## config.mk

```make
export PLATFORM = sky130hd
export DESIGN_NAME = conv_frame_ctrl
export DESIGN_NICKNAME = d
export VERILOG_FILES = /design/src/rtl/conv_frame_ctrl.sv
export SDC_FILE = /design/constraint.sdc
export NUM_CORES = 1
export LEC_CHECK = 0
export BUFFER_PORTS_ARGS = -buffer_cell sky130_fd_sc_hd__buf_4
export CAP_MARGIN = 10
export CORE_MARGIN = 2
export CORE_UTILIZATION = 42
export DETAILED_ROUTE_END_ITERATION = 6
export HOLD_SLACK_MARGIN = 0.06
export PLACE_DENSITY = 0.64
export RECOVER_POWER = 50
export SYNTH_ARGS = -nofsm -noshare
export SYNTH_HDL_FRONTEND = slang
export SYNTH_SLANG_ARGS = --single-unit
```

## constraint.sdc

```tcl
create_clock -name i_clk -period 1.35 [get_ports i_clk]
set_input_delay 0.27 -clock i_clk [delete_from_list [all_inputs] [get_ports i_clk]]
set_output_delay 0.27 -clock i_clk [all_outputs]
set_load 0.1 [all_outputs]
```

## src/rtl/conv_frame_ctrl.sv

```systemverilog
// Frame sequencer for the rate-1/2 convolutional encoder: seed load, MSB-first payload, zero tail, framed output.
// Optional rate-2/3 puncturing qualifier on out_v2 is enabled by defining CONV_PUNCTURE_EN.
module conv_frame_ctrl #(
  parameter int         FRAME_BITS = 8,
  parameter int         TAIL_BITS  = 2,
  parameter logic [2:0] SEED       = 3'b101,
  parameter int         ENC_LAT    = 1
) (
  input  logic                  i_clk,
  input  logic                  i_rst_n,
  input  logic                  i_in_valid,
  output logic                  o_in_ready,
  input  logic [FRAME_BITS-1:0] i_in_data,
  output logic                  o_enc_load,
  output logic [2:0]            o_enc_seed,
  output logic                  o_enc_data,
  input  logic                  i_enc_v1,
  input  logic                  i_enc_v2,
  output logic                  o_out_valid,
  output logic                  o_out_v1,
  output logic                  o_out_v2,
  output logic                  o_out_v2_vld,
  output logic                  o_out_last,
  output logic                  o_busy
);

  localparam int TOTAL_BITS = FRAME_BITS + TAIL_BITS;
  localparam int CW         = $clog2(TOTAL_BITS + 1);
  localparam logic [CW-1:0] C_FRAME = CW'(FRAME_BITS);
  localparam logic [CW-1:0] C_TOTAL = CW'(TOTAL_BITS);
  localparam logic [CW-1:0] C_ONE   = CW'(1);

  typedef enum logic [2:0] {
    S_IDLE,
    S_LOAD,
    S_DATA,
    S_TAIL,
    S_DRAIN
  } state_t;

  state_t                r_state;
  logic [FRAME_BITS-1:0] r_word;
  logic [CW-1:0]         r_cnt;
  logic                  r_bit_vld;
  logic                  r_bit_last;
  logic                  r_in_ready;
  logic                  r_enc_load;
  logic [2:0]            r_enc_seed;
  logic                  r_enc_data;
  logic                  r_busy;

  logic                  w_out_valid;
  logic                  w_out_last;

  // r_cnt holds the number of bits already driven onto enc_data this frame.
  always_ff @(posedge i_clk or negedge i_rst_n) begin
    if (!i_rst_n) begin
      r_state    <= S_IDLE;
      r_word     <= '0;
      r_cnt      <= '0;
      r_bit_vld  <= 1'b0;
      r_bit_last <= 1'b0;
      r_in_ready <= 1'b0;
      r_enc_load <= 1'b0;
      r_enc_seed <= 3'b000;
      r_enc_data <= 1'b0;
      r_busy     <= 1'b0;
    end else begin
      case (r_state)
        S_IDLE: begin
          if (i_in_valid && r_in_ready) begin
            r_word     <= i_in_data;
            r_state    <= S_LOAD;
            r_in_ready <= 1'b0;
            r_busy     <= 1'b1;
            r_enc_load <= 1'b1;
            r_enc_seed <= SEED;
            r_enc_data <= 1'b0;
          end else begin
            r_in_ready <= 1'b1;
            r_busy     <= 1'b0;
          end
        end

        S_LOAD: begin
          r_enc_load <= 1'b0;
          r_enc_seed <= 3'b000;
          r_enc_data <= r_word[FRAME_BITS-1];
          r_word     <= r_word << 1;
          r_cnt      <= C_ONE;
          r_bit_vld  <= 1'b1;
          r_bit_last <= (C_TOTAL == C_ONE);
          r_state    <= S_DATA;
        end

        S_DATA, S_TAIL: begin
          if (r_cnt == C_TOTAL) begin
            r_bit_vld  <= 1'b0;
            r_bit_last <= 1'b0;
            r_enc_data <= 1'b0;
            r_cnt      <= '0;
            if (ENC_LAT > 0) begin
              r_state <= S_DRAIN;
            end else begin
              r_state    <= S_IDLE;
              r_in_ready <= 1'b1;
              r_busy     <= 1'b0;
            end
          end else begin
            r_cnt      <= r_cnt + C_ONE;
            r_bit_last <= ((r_cnt + C_ONE) == C_TOTAL);
            if (r_cnt < C_FRAME) begin
              r_enc_data <= r_word[FRAME_BITS-1];
              r_word     <= r_word << 1;
              r_state    <= S_DATA;
            end else begin
              r_enc_data <= 1'b0;
              r_state    <= S_TAIL;
            end
          end
        end

        S_DRAIN: begin
          r_state    <= S_IDLE;
          r_in_ready <= 1'b1;
          r_busy     <= 1'b0;
        end

        default: begin
          r_state    <= S_IDLE;
          r_bit_vld  <= 1'b0;
          r_bit_last <= 1'b0;
          r_enc_load <= 1'b0;
          r_enc_seed <= 3'b000;
          r_enc_data <= 1'b0;
          r_in_ready <= 1'b0;
          r_busy     <= 1'b0;
        end
      endcase
    end
  end

  // The bit-phase strobes are re-timed to line up with the encoder's registered outputs.
  generate
    if (ENC_LAT == 0) begin : g_lat0
      assign w_out_valid = r_bit_vld;
      assign w_out_last  = r_bit_last;
    end else begin : g_lat1
      logic r_vld_d;
      logic r_last_d;
      always_ff @(posedge i_clk or negedge i_rst_n) begin
        if (!i_rst_n) begin
          r_vld_d  <= 1'b0;
          r_last_d <= 1'b0;
        end else begin
          r_vld_d  <= r_bit_vld;
          r_last_d <= r_bit_last;
        end
      end
      assign w_out_valid = r_vld_d;
      assign w_out_last  = r_last_d;
    end
  endgenerate

`ifdef CONV_PUNCTURE_EN
  logic [CW-1:0] r_pair_idx;

  always_ff @(posedge i_clk or negedge i_rst_n) begin
    if (!i_rst_n) begin
      r_pair_idx <= '0;
    end else if (w_out_valid) begin
      r_pair_idx <= w_out_last ? '0 : (r_pair_idx + C_ONE);
    end
  end

  assign o_out_v2_vld = w_out_valid & ~r_pair_idx[0];
`else
  assign o_out_v2_vld = w_out_valid;
`endif

  assign o_in_ready  = r_in_ready;
  assign o_enc_load  = r_enc_load;
  assign o_enc_seed  = r_enc_seed;
  assign o_enc_data  = r_enc_data;
  assign o_busy      = r_busy;
  assign o_out_valid = w_out_valid;
  assign o_out_v1    = w_out_valid & i_enc_v1;
  assign o_out_v2    = w_out_valid & i_enc_v2;
  assign o_out_last  = w_out_last;

endmodule

```

==> flow_summary_export.csv <==
group,metric,value,unit
synthesis,ys_top_cells_by_area,"dfrtp_1 50%, mux2_2 14%, ha_1 3.2%",
timing,fmax,0.689,GHz
hold_path,hold_class,"input pin to flop",
floorplan,fp.dieW,56.6,µm
pwr,power,4.50,mW
critical_path,criticalPathCategory,"flop to flop",
synthesis,ys_async_sr_fraction,1.00,
synthesis,synthMuxAreaShare,0.162,
critical_path,required,1.56,ns
detailed_routing,route.layer.met1.wl,941,µm
global_routing,grt.overflow.total,0,
final_layout,regArea,587,µm²
timing,worst_pin_slew,0.564,ns
detailed_routing,routed-via-count,880,
global_routing,gr-usage-all-layers,0.157,
global_routing,grt_pass1_wl,3950,µm
timing,finalSetupViolCount,14,
timing,hold_viol,0,
timing,slew_headroom,0.624,
floorplan,num_rows,19,
detailed_routing,wl_per_cell,12.5,µm
floorplan,dieArea,3200,µm²
final_layout,drive_gt1_frac,0.559,
clock_tree,clockBufferDepth,2,
timing,fin_crit_sh,1.07,
timing,clock_skew,0.00454,ns
synthesis,synth_compound_area_frac,0.113,
synthesis,synth_cell_types,29,
final_layout,final_core_util,0.615,
placement,place_congestion,0.758,
outcome,violations,"negative setup slack",
timing,holdWs,0.199,ns
final_layout,largest_register_ffs,8,
synthesis,yosysWarnings,0,
global_routing,grt_start_max_net_pins,24,
synthesis,avgSynthCellArea,11.5,µm²
placement,hpwl,1610,µm
pwr,power_density,2730,nW/µm²
flow_run,cap_violations,0,
detailed_routing,routed.top_layer,"met4",
timing,setup_ws,-0.101,ns
synthesis,synthCells,101,
synthesis,syn-num-nets,117,
critical_path,arrival,1.66,ns
floorplan,initial_core_util,0.432,
timing,maxSlewViolCount,0,
clock_tree,cts.sink_count,23,
clock_tree,numCtsBuffers,3,
synthesis,synthXorXnorAreaFrac,0.0151,
critical_path,worstSetupStartpointType,"flop",
synthesis,synth_seq_cells,23,
final_layout,fill_cells,226,
timing,period_needed,1.45,ns
final_layout,areaGrowthSynthToFinish,42.2,%
synthesis,synth_top_family_by_area,"multiplexers",
final_layout,fin_nets,162,
critical_path,end_kind,"flop",
pwr,ir_drop,0.00190,V
synthesis,synth_edf_count,0,
critical_path,cp_max_fo,5,
detailed_routing,drtAntennaViolNets,0,
floorplan,coreArea,2690,µm²
floorplan,die_y,56.6,µm
final_layout,top_regs,"r_word (8), r_cnt (4), r_state (3)",
detailed_routing,route.met2.wl,1100,µm
detailed_routing,totalWireLength,2190,µm
final_layout,regMostFlops,"r_word",
synthesis,synth.top_cell.area_share,0.496,
pwr,power.leakage,0.803,nW
critical_path,reg2reg_setup_slack,-0.10,ns
detailed_routing,via_per_inst,5.00,
synthesis,synthSimpleGateAreaFrac,0.100,
synthesis,synth.most_common_cell,"dfrtp_1",
synthesis,ys_top_cells_by_count,"23 x dfrtp_1, 14 x mux2_2, 10 x nand2_1, 8 x inv_1, 7 x o21ai_0",
detailed_routing,drt_iter0_markers,13,
global_routing,antenna_found_initial,0,
clock_tree,clkLatencyLatePin,0.31,ns
detailed_routing,drc,0,
synthesis,syn_area,1160,µm²
final_layout,multi_input_comb_area,547,µm²
detailed_routing,wl_met3,130,µm
synthesis,ys_seq_area_frac,0.496,
global_routing,first_global_vias,904,
clock_tree,path_clk_slew,0.13,ns
final_layout,antenna_cells,0,
timing,rsz0062_at_grt,"yes",
detailed_routing,first_pass_iters,4,
outcome,outcome,"complete, but fails checks",
floorplan,ioPinCount,25,
placement,numPortBuffers,23,
synthesis,synthAdderAreaFrac,0.0323,
clock_tree,clock-root-buffer,"clkbuf_4",
synthesis,synth_flop_cell,"dfrtp_1",
synthesis,synth_top_area_cell,"dfrtp_1",
clock_tree,cts_tree,"built",
clock_tree,htreeDepth,1,
-- final cells by class --
type,count,area share
clock inverters,1,0.00303
inverters,8,0.0182
multi-input cells,63,0.331
clock buffers,3,0.0136
flip-flops and latches,23,0.355
well taps,31,0.0235
repair buffers,47,0.255
-- per-layer routing --
layer	GRT usage	vias up
met5	0	-
met4	0.0340	0
met3	0.0553	4
met2	0.266	26
met1	0.193	413
li1	-	437
-- cell usage in the layout (no fill, tap or decap), types with 3 or more instances in the layout --
master and count:
buf_6 5, buf_4 36, o21ai_0 6, clkbuf_4 3, ha_1 3, dfrtp_2 3, dfrtp_1 18, mux2_2 12
inv_1 7, nand2_1 8, nand3_1 4, buf_12 4, mux2i_1 3
-- per-stage QoR --
step / TNS (ns) / cells / cell area [µm²] / setup slack, ns
2_1_floorplan: -1.82 / 101 / 1190 / -0.259
4_1_cts: -0.926 / 175 / 1620 / -0.112
5_1_grt: -1.83 / 176 / 1650 / -0.176
3_3_place_gp: -1.17 / 164 / 1480 / -0.169
3_5_place_dp: -1.50 / 164 / 1480 / -0.224
6_report: -0.869 / 176 / 1650 / -0.101
-- cell families (layout without fill, tap and decap cells) --
logic type / after synthesis / in the layout
buf+inv: 16 / 59
fa+ha+maj: 3 / 3
simple gates: 22 / 22
xor+xnor: 2 / 2
mux: 17 / 17
flops: 23 / 23
other cells: 1 / 1
compound gates: 17 / 18
-- final timing paths --
path | startpoint | endpoint | depth (start not counted)
max | r_state[1] | r_word[1] | 3
min | i_in_data[0] | r_word[0] | 3
max reg2reg | r_state[1] | r_word[1] | 3
min reg2reg | r_bit_last | o_out_last | 0
max in group asynchronous | i_rst_n | o_in_ready | 2
min in group asynchronous | i_rst_n | r_word[0] | 2
-- power by group --
group | total, mW | switching (mW) | internal [mW] | leakage [nW]
logic | 2.92 | 1.59 | 1.33 | 0.505
clock network | 0.316 | 0.205 | 0.111 | 0.0177
registers | 1.27 | 0.264 | 1.00 | 0.281
-- worst max-delay path, cell delays in order (launching register included) --
cell and delay (ns):
dfrtp_2 0.51, o21bai_4 0.22, mux2_2 0.36, mux2_2 0.26
-- what timing repair did --
action / 4_1_cts / 5_1_grt
pin swaps: 3 / 1
gates resized for setup: 17 / 7
setup endpoints to repair: 13 / 21
hold buffers: 1 / 0
buffers inserted: 5 / 1
hold endpoints to repair: 23 / 0
cloned: 1 / 0
(Power assumes the default switching activity.)
